## src/rtl/mem_wb_writeback_pkg.sv

```systemverilog
// Shared pipeline definitions: datapath widths, load-size encodings and the
// MEM/WB stored-field payload.
package pipeline_defs;

  localparam int unsigned DATA_WIDTH     = 32;
  localparam int unsigned REG_ADDR_WIDTH = 5;

  localparam logic [1:0] LS_WORD = 2'b00;
  localparam logic [1:0] LS_HALF = 2'b01;
  localparam logic [1:0] LS_BYTE = 2'b10;

  typedef struct packed {
    logic                      reg_write;
    logic                      mem_to_reg;
    logic [1:0]                load_size;
    logic                      load_unsigned;
    logic [1:0]                byte_offset;
    logic [DATA_WIDTH-1:0]     alu_result;
    logic [DATA_WIDTH-1:0]     mem_data;
    logic [REG_ADDR_WIDTH-1:0] write_register;
  } wb_fields_t;

endpackage

```

## src/rtl/mem_wb_writeback_if.sv

```systemverilog
// MEM/WB bus: MEM-stage results and pipeline control in, register-bank write
// port and retirement status out.
interface mem_wb_if
  import pipeline_defs::*;
#(
  parameter int unsigned COUNT_WIDTH = 32
);
  logic                      stall;
  logic                      flush;
  logic                      in_valid;
  logic                      in_reg_write;
  logic                      in_mem_to_reg;
  logic [1:0]                in_load_size;
  logic                      in_load_unsigned;
  logic [1:0]                in_byte_offset;
  logic [DATA_WIDTH-1:0]     in_alu_result;
  logic [DATA_WIDTH-1:0]     in_mem_data;
  logic [REG_ADDR_WIDTH-1:0] in_write_register;

  logic [REG_ADDR_WIDTH-1:0] write_register;
  logic [DATA_WIDTH-1:0]     write_data;
  logic                      Reg_write;
  logic                      wb_valid;
  logic [COUNT_WIDTH-1:0]    retired_count;

  modport master (
    output stall, flush, in_valid, in_reg_write, in_mem_to_reg, in_load_size,
           in_load_unsigned, in_byte_offset, in_alu_result, in_mem_data,
           in_write_register,
    input  write_register, write_data, Reg_write, wb_valid, retired_count
  );

  modport slave (
    input  stall, flush, in_valid, in_reg_write, in_mem_to_reg, in_load_size,
           in_load_unsigned, in_byte_offset, in_alu_result, in_mem_data,
           in_write_register,
    output write_register, write_data, Reg_write, wb_valid, retired_count
  );
endinterface

```

## src/rtl/mem_wb_writeback_load_extend.sv

```systemverilog
// Load formatter: picks the addressed byte/halfword lane of a memory word and
// sign- or zero-extends it to the datapath width.
module load_extend
  import pipeline_defs::*;
(
  input  logic [DATA_WIDTH-1:0] mem_word,
  input  logic [1:0]            size,
  input  logic                  is_unsigned,
  input  logic [1:0]            offset,
  output logic [DATA_WIDTH-1:0] data_c
);

  logic [15:0] half_c;
  logic [7:0]  byte_c;

  always_comb begin
    half_c = 16'h0000;
    byte_c = 8'h00;
    data_c = mem_word;

    // Little-endian lanes; offset[0] is ignored for halfwords.
    half_c = offset[1] ? mem_word[31:16] : mem_word[15:0];
    case (offset)
      2'd0:    byte_c = mem_word[7:0];
      2'd1:    byte_c = mem_word[15:8];
      2'd2:    byte_c = mem_word[23:16];
      default: byte_c = mem_word[31:24];
    endcase

    case (size)
      LS_HALF: data_c = {{16{~is_unsigned & half_c[15]}}, half_c};
      LS_BYTE: data_c = {{24{~is_unsigned & byte_c[7]}}, byte_c};
      LS_WORD: data_c = mem_word;
      default: data_c = mem_word;
    endcase
  end

endmodule

```

## src/rtl/mem_wb_writeback.sv

```systemverilog
// MEM/WB pipeline register with writeback formatting, r0 write suppression,
// stall/flush handling and a retired-instruction counter.
module mem_wb_writeback
  import pipeline_defs::*;
#(
  parameter int unsigned COUNT_WIDTH = 32
)(
  input  logic   clk,
  input  logic   reset,
  mem_wb_if.slave bus
);

  wb_fields_t             in_f;
  wb_fields_t             fields_q;
  logic                   valid_q;
  logic [COUNT_WIDTH-1:0] count_q;
  logic [DATA_WIDTH-1:0]  ext_c;

  assign in_f = '{
    reg_write:      bus.in_reg_write,
    mem_to_reg:     bus.in_mem_to_reg,
    load_size:      bus.in_load_size,
    load_unsigned:  bus.in_load_unsigned,
    byte_offset:    bus.in_byte_offset,
    alu_result:     bus.in_alu_result,
    mem_data:       bus.in_mem_data,
    write_register: bus.in_write_register
  };

  // Flush only drops the incoming instruction; the one leaving WB still retires.
  always_ff @(posedge clk) begin
    if (reset) begin
      valid_q  <= 1'b0;
      fields_q <= '0;
      count_q  <= '0;
    end else begin
      if (bus.flush) begin
        valid_q <= 1'b0;
      end else if (!bus.stall) begin
        valid_q  <= bus.in_valid;
        fields_q <= in_f;
      end
      if (valid_q && !bus.stall) begin
        count_q <= count_q + COUNT_WIDTH'(1);
      end
    end
  end

  load_extend u_load_extend (
    .mem_word    (fields_q.mem_data),
    .size        (fields_q.load_size),
    .is_unsigned (fields_q.load_unsigned),
    .offset      (fields_q.byte_offset),
    .data_c      (ext_c)
  );

  assign bus.write_register = fields_q.write_register;
  assign bus.write_data     = fields_q.mem_to_reg ? ext_c : fields_q.alu_result;
  assign bus.Reg_write      = valid_q & fields_q.reg_write & (|fields_q.write_register);
  assign bus.wb_valid       = valid_q;
  assign bus.retired_count  = count_q;

endmodule

```

## src/flat_wrapper.sv

```systemverilog
// flat-port wrapper written by rule: the top's interface ports become plain ports
module mem_wb_writeback_flat import pipeline_defs::*;
#(
  parameter int unsigned COUNT_WIDTH = 32
)
  (clk, reset, bus_stall, bus_flush, bus_in_valid, bus_in_reg_write, bus_in_mem_to_reg, bus_in_load_size, bus_in_load_unsigned, bus_in_byte_offset, bus_in_alu_result, bus_in_mem_data, bus_in_write_register, bus_write_register, bus_write_data, bus_Reg_write, bus_wb_valid, bus_retired_count);
  mem_wb_if #(.COUNT_WIDTH(COUNT_WIDTH)) bus_i ();
  input  logic clk;
  input  logic reset;
  input wire logic [$bits(bus_i.stall)-1:0] bus_stall;
  input wire logic [$bits(bus_i.flush)-1:0] bus_flush;
  input wire logic [$bits(bus_i.in_valid)-1:0] bus_in_valid;
  input wire logic [$bits(bus_i.in_reg_write)-1:0] bus_in_reg_write;
  input wire logic [$bits(bus_i.in_mem_to_reg)-1:0] bus_in_mem_to_reg;
  input wire logic [$bits(bus_i.in_load_size)-1:0] bus_in_load_size;
  input wire logic [$bits(bus_i.in_load_unsigned)-1:0] bus_in_load_unsigned;
  input wire logic [$bits(bus_i.in_byte_offset)-1:0] bus_in_byte_offset;
  input wire logic [$bits(bus_i.in_alu_result)-1:0] bus_in_alu_result;
  input wire logic [$bits(bus_i.in_mem_data)-1:0] bus_in_mem_data;
  input wire logic [$bits(bus_i.in_write_register)-1:0] bus_in_write_register;
  output wire logic [$bits(bus_i.write_register)-1:0] bus_write_register;
  output wire logic [$bits(bus_i.write_data)-1:0] bus_write_data;
  output wire logic [$bits(bus_i.Reg_write)-1:0] bus_Reg_write;
  output wire logic [$bits(bus_i.wb_valid)-1:0] bus_wb_valid;
  output wire logic [$bits(bus_i.retired_count)-1:0] bus_retired_count;
  assign bus_i.stall = bus_stall;
  assign bus_i.flush = bus_flush;
  assign bus_i.in_valid = bus_in_valid;
  assign bus_i.in_reg_write = bus_in_reg_write;
  assign bus_i.in_mem_to_reg = bus_in_mem_to_reg;
  assign bus_i.in_load_size = bus_in_load_size;
  assign bus_i.in_load_unsigned = bus_in_load_unsigned;
  assign bus_i.in_byte_offset = bus_in_byte_offset;
  assign bus_i.in_alu_result = bus_in_alu_result;
  assign bus_i.in_mem_data = bus_in_mem_data;
  assign bus_i.in_write_register = bus_in_write_register;
  assign bus_write_register = bus_i.write_register;
  assign bus_write_data = bus_i.write_data;
  assign bus_Reg_write = bus_i.Reg_write;
  assign bus_wb_valid = bus_i.wb_valid;
  assign bus_retired_count = bus_i.retired_count;
  mem_wb_writeback #(.COUNT_WIDTH(COUNT_WIDTH)) u_core (.clk(clk), .reset(reset), .bus(bus_i));
endmodule
```

## config.mk

```make
export PLATFORM = sky130hd
export DESIGN_NAME = mem_wb_writeback_flat
export DESIGN_NICKNAME = d
export VERILOG_FILES = /design/src/rtl/mem_wb_writeback_pkg.sv /design/src/rtl/mem_wb_writeback_if.sv /design/src/rtl/mem_wb_writeback_load_extend.sv /design/src/rtl/mem_wb_writeback.sv /design/src/flat_wrapper.sv
export SDC_FILE = /design/constraint.sdc
export NUM_CORES = 1
export LEC_CHECK = 0
export BUFFER_PORTS_ARGS = -buffer_cell sky130_fd_sc_hd__buf_2
export CAP_MARGIN = 20
export CORE_ASPECT_RATIO = 1.4
export CORE_MARGIN = 3
export CORE_UTILIZATION = 35
export DETAILED_ROUTE_END_ITERATION = 8
export PLACE_DENSITY = 0.59
export RECOVER_POWER = 100
export SYNTH_ARGS = -nofsm -noshare
export SYNTH_HDL_FRONTEND = slang
export SYNTH_SLANG_ARGS = --single-unit
```

## constraint.sdc

```tcl
create_clock -name clk -period 2.2 [get_ports clk]
set_clock_uncertainty 0.1 [all_clocks]
set_input_delay 0 -clock clk [delete_from_list [all_inputs] [get_ports clk]]
set_output_delay 0 -clock clk [all_outputs]
set_load 0.05 [all_outputs]
```

-- Yosys cells after proc, flatten, opt, wreduce, memory -nomap -nowiden
Index checks and enable logic that the tools add are counted.
- add/subtract/negate cells: 1
- equal/unequal tests: 4
- muxes and demuxes: 4
- bitwise logic cells: 7
- reduce and logical (&&, ||, !) cells: 6
- operators by type and width (operator ; count):
    $pmux 32 s2 ; 1
    $add 32x1->32 const B ; 1
    $mux 32 ; 1
    $pmux 8 s3 ; 1
    $mux 16 ; 1
    $reduce_or 5->1 ; 1
    $and 1x1->1 ; 4
    $eq 2x1->1 const B ; 2
    $eq 2x2->1 const B ; 2
    $not 1->1 ; 3
    $logic_not 2->1 ; 1
    $reduce_and 2->1 ; 1
    $reduce_or 2->1 ; 1
    $logic_and 1x1->1 ; 1
    $logic_not 1->1 ; 1
- register bits: 109
- bits of input ports: 81
- output and inout bits: 71
- logic and storage cells: 32

-- Depth between registers and ports, before layout
- depth in word-level cells: 5
- depth in mapped cells: 8
- depth with buffers taken out: 6

-- Cells and area by module
From an unflattened synthesis, not the netlist that was laid out.
- cell total of the unflattened synthesis: 668
- area total of the unflattened synthesis: 5268.8 um^2
- modules (own cells, without submodules) (module ; instances ; cells an instance ; area each (um^2) ; seq. area each (um^2)):
    mem_wb_writeback ; 1 ; 553 ; 4564.4 ; 2182.1
    load_extend ; 1 ; 115 ; 704.4 ; 0.0

-- Worst setup path after synthesis
Ideal clock, no wire load.
- path kind: register to output
- from: reg u_core.fields_q[72] in the netlist's numbering
- to: out bus_write_data[0]
- arrival: 2.579 ns
- required time: 2.100 ns
- slack: -0.479 ns
- stages on the path, launching flop included: 9
- path buffers: 2
- cell sequence: dfxtp_1 inv_1 ha_1 clkbuf_1 nand2b_1 clkbuf_1 nor2_1 a2bb2oi_1 o31ai_1
- word-level cells in the longest chain between the ends: 3
- elaborated cells between the ends (all ways): 4
- those cells by class: 2 x eq/ne; 2 x mux
- RTL lines (what ; RTL line ; text):
    from (decl) ; mem_wb_writeback.sv:14 ; wb_fields_t fields_q;
    from (signal assigned) ; mem_wb_writeback.sv:41 ; fields_q <= in_f;
    $eq 2x2->1 / $eq 2x1->1 (equally long branches) ; mem_wb_writeback_load_extend.sv:30 ; case (size)
    $pmux 32 s2 (*) ; mem_wb_writeback_load_extend.sv:30 ;
    $mux 32 (*) ; mem_wb_writeback.sv:58 ; assign bus.write_data = fields_q.mem_to_reg ? ext_c : fields_q.alu_result;
    to (decl) ; flat_wrapper.sv:22 ; output wire logic [$bits(bus_i.write_data)-1:0] bus_write_data;
Mark *: on every way between the ends. The rest lies on a longest branch, timed or not.

-- Final worst setup path
- from: reg u_core.fields_q[72] in the netlist's numbering
- to: out bus_write_data[12]
Same word-level chain as after synthesis.

==> results by group <==
Status
  – Status: finished clean

STA
  – Total count of max-transition violations in the final report: 0
  – # setup viols final: 0
  – Tightest Pin Transition: between 800 and 900 ps
  – Fin crit share: around 100%
  – RSZ-0062 raised after global routing: true
  – Final Hold Slack: between 20 and 30 ps
  – Min Tclk post-route: 2142 ps
  – Endpoints failing hold: 0
  – Final worst slack: around 58 ps
  – Max-slew headroom: 43.26%
  – Fmax achieved: 466.9 MHz

Finish
  – Final nets: 986
  – Commonest cells after routing, fill and taps aside: 185 x nand2_1, 116 x a21oi_1, 107 x dfxtp_1, 87 x buf_2, 80 x dlygate4sd3_1
  – Area grow syn2layout: 42.66%
  – Layout cells sized above 1: between 20% and 30%
  – Commonest non-fill, non-tap cell in the layout: nand2_1
  – Final Util: 51.65%
  – N_diodes: 0

Power
  – Worst IR Drop VDD: approximately 0.39 mV
  – Lkg Pwr: 3.121 nW
  – Reg power frac: between 40 and 50%
  – Clk network pwr share: approximately 37%
  – Switching Share: 27.39%
  – Combinational fraction of design power: roughly 17%
  – Pint: ~3.3 mW
  – Sw Pwr: ~1.2 mW
  – Total power: between 4 and 5 mW
  – Power Dens Cells: slightly above 600 nW/um^2

Hold path
  – Hold/Removal Path Class: input pin to flop

Setup path
  – Slowest CP cell: ha_2
  – Crit path launch type: flop
  – CP required: 2100 ps
  – Worst Path Arrival: 2040 ps
  – Buffers plus inverters on the worst setup path: 4
  – Setup CP Type: flop to primary output
  – Worst Path Max Fanout: 12
  – Max incr delay on CP: roughly 380 ps
  – Critical Path Sink Type: primary output
  – Largest delay contributor family on the critical path: buffers and inverters
  – Worst-path cell chain: inv_1 > ha_2 > clkinv_1 > buf_4 > o21a_1 > a22o_1 > buf_2

Routing
  – Final WL: approximately 17000 um
  – First-pass DRT Iterations: 5
  – Avg WL per Cell: roughly 16 um
  – DR iter-0 viols: around 240
  – Vias/cell: ~5.1
  – Total number of vias: between 5k and 6k
  – Post-DRT Antenna Nets: 0
  – Drt drc: 0

Logic synthesis
  – Synth top area cells: dfxtp_1 41%, nand2_1 13%, a21oi_1 11%
  – Post-Synthesis Cells: slightly below 700
  – Post-synth EDFFs: 0
  – Top FF cell, synth: dfxtp_1
  – Seq cells post-synth: 109
  – Cell variety after synth: 52
  – Seq/Total Area, Yosys: between 40% and 50%
  – Cell accounting for the most synthesized area: dfxtp_1
  – Syn_area_per_cell: about 7.7 um^2
  – Syn_nets: roughly 770
  – Ys Warns: 0
  – Mapped cell area: 5300 um^2
  – FFs w/ async S/R, synth: 0%
  – Synth top area share: approximately 41%

Clock tree
  – Clock latency on the worst-skew pair: roughly 340 ps
  – Sink Count: around 110
  – CTS tree: built
  – Clock-pin slew on the worst setup and hold paths: ~70 ps
  – Total CTS buffers: 9
  – Clock tree buffer depth: 2
  – CTS Root Cell: clkbuf_16
  – Htree depth: 3

Die
  – Die ar.: 16680 um^2
  – Initial Util: around 36%
  – Core Region: about 15000 um^2
  – Width of the die: between 100 and 150 um
  – Chip height: around 150 um
  – Rows: 52
  – I/O pins: ~150

Flow run
  – Max-Cap Viols: 0

GRT
  – Initial antenna violation count: 0
  – Vias in the first global route: roughly 5.4k
  – Total gr overflow: 0
  – GRT Overall Usage: 20.56%
  – Largest net degree at the start of global routing: between 70 and 80
  – First-pass GRT wire length: 27120 um

Place
  – Final HPWL DP: 11950 um
  – Post-Place Setup Slack: a little over 200 ps
  – GP Congestion: between 0.8 and 0.9
  – PortBufs: 151
## sequential cells by signal, summed over array words and instances (netlist names)
register,count
u_core.fields_q,71
u_core.bus.retired_count,32
u_core.bus.write_register,5
u_core.bus.wb_valid,1
## worst min-delay path, stage by stage
cell and delay (ps):
buf_2 160, nor2b_1 90, xnor2_1 140, nor2_1 40
## synthesized netlist by cell type, types with 2 or more instances
cell type,instances
a211oi_1,2
a21o_1,6
a21oi_1,121
a22o_1,8
a2bb2oi_1,6
and2_1,3
and2_2,2
and3_1,18
and4_1,2
and4_4,2
buf_1,9
buf_2,4
buf_4,7
buf_6,2
clkbuf_1,33
dfxtp_1,109
ha_1,3
inv_1,8
mux2_2,14
mux2i_1,5
nand2_1,185
nand3_1,10
nand4_1,7
nor2_1,26
nor2b_1,6
nor3_1,5
o21a_1,9
o21ai_0,13
o31ai_1,17
or3_1,7
or4_1,11
xnor2_1,3
xor2_1,7
## path summary, 6_finish.rpt
| check | slack (ps) | end | depth (start not counted) | from |
|---|---|---|---|---|
| min reg2reg | 360 | u_core.fields_q[37]$_SDFFE_PP0P_ | 2 | u_core.fields_q[37]$_SDFFE_PP0P_ |
| max reg2reg | 140 | u_core.bus.retired_count[30]$_SDFFE_PP0P_ | 5 | u_core.bus.wb_valid$_SDFFE_PP0N_ |
| max | 60 | bus_write_data[12] | 7 | u_core.fields_q[72]$_SDFFE_PP0P_ |
| min | 30 | u_core.bus.retired_count[0]$_SDFFE_PP0P_ | 4 | bus_stall |
## metal layers
metal	wire length, um	share of wire [%]	vias to the layer above	track usage, %
met2	8751	50	171	36.06
met4	600	3.4	0	9.108
li1	-	-	2798	-
met3	818	4.7	34	3.391
met5	0	0	-	0
met1	7250	42	2581	24.29
## timing repair
| item | 4_1_cts | 5_1_grt |
|---|---|---|
| hold buffers | 80 | 0 |
| endpoints found under the hold margin | 98 | 0 |
| endpoints found under the setup margin | 27 | 31 |
| buffers inserted | 1 | 0 |
| pin swaps | 1 | 0 |
| gates resized for setup | 32 | 13 |
## cells by family after synthesis
kind of cell	synth area share (%)
mux	4.344
flops	41.17
simple gates	25.45
xor+xnor	1.653
fa+ha+maj	0.7083
compound gates	20.94
buf+inv	5.736
## layout make-up
type / count / area [um^2]
flip-flops and latches: 109 / 2187
well taps: 189 / 236.5
clock buffers: 11 / 252.7
multi-input cells: 514 / 2978
inverters: 10 / 37.54
fillers: 1418 / 7078
repair buffers: 258 / 1810
clock inverters: 5 / 58.81
## power groups by stage
stage                     Combinational, mW  Clock (mW)  Sequential, mW
final                                 0.770        1.70            2.09
after global routing                  0.832        1.82            2.10
after CTS                             0.761        1.75            2.09
after detailed placement              0.626           0            2.14
after global placement                0.624           0            2.14
after floorplan                       0.424           0            2.12
## stage by stage
stage | cells | cell area [um^2] | TNS, ps
3_5_place_dp | 999 | 6351 | 0
3_3_place_gp | 999 | 6351 | 0
6_report | 1096 | 7561 | 0
2_1_floorplan | 689 | 5383 | 0
4_1_cts | 1096 | 7582 | -82.30
5_1_grt | 1096 | 7561 | -36.47
No activity file was read; power rests on OpenSTA's default activity.
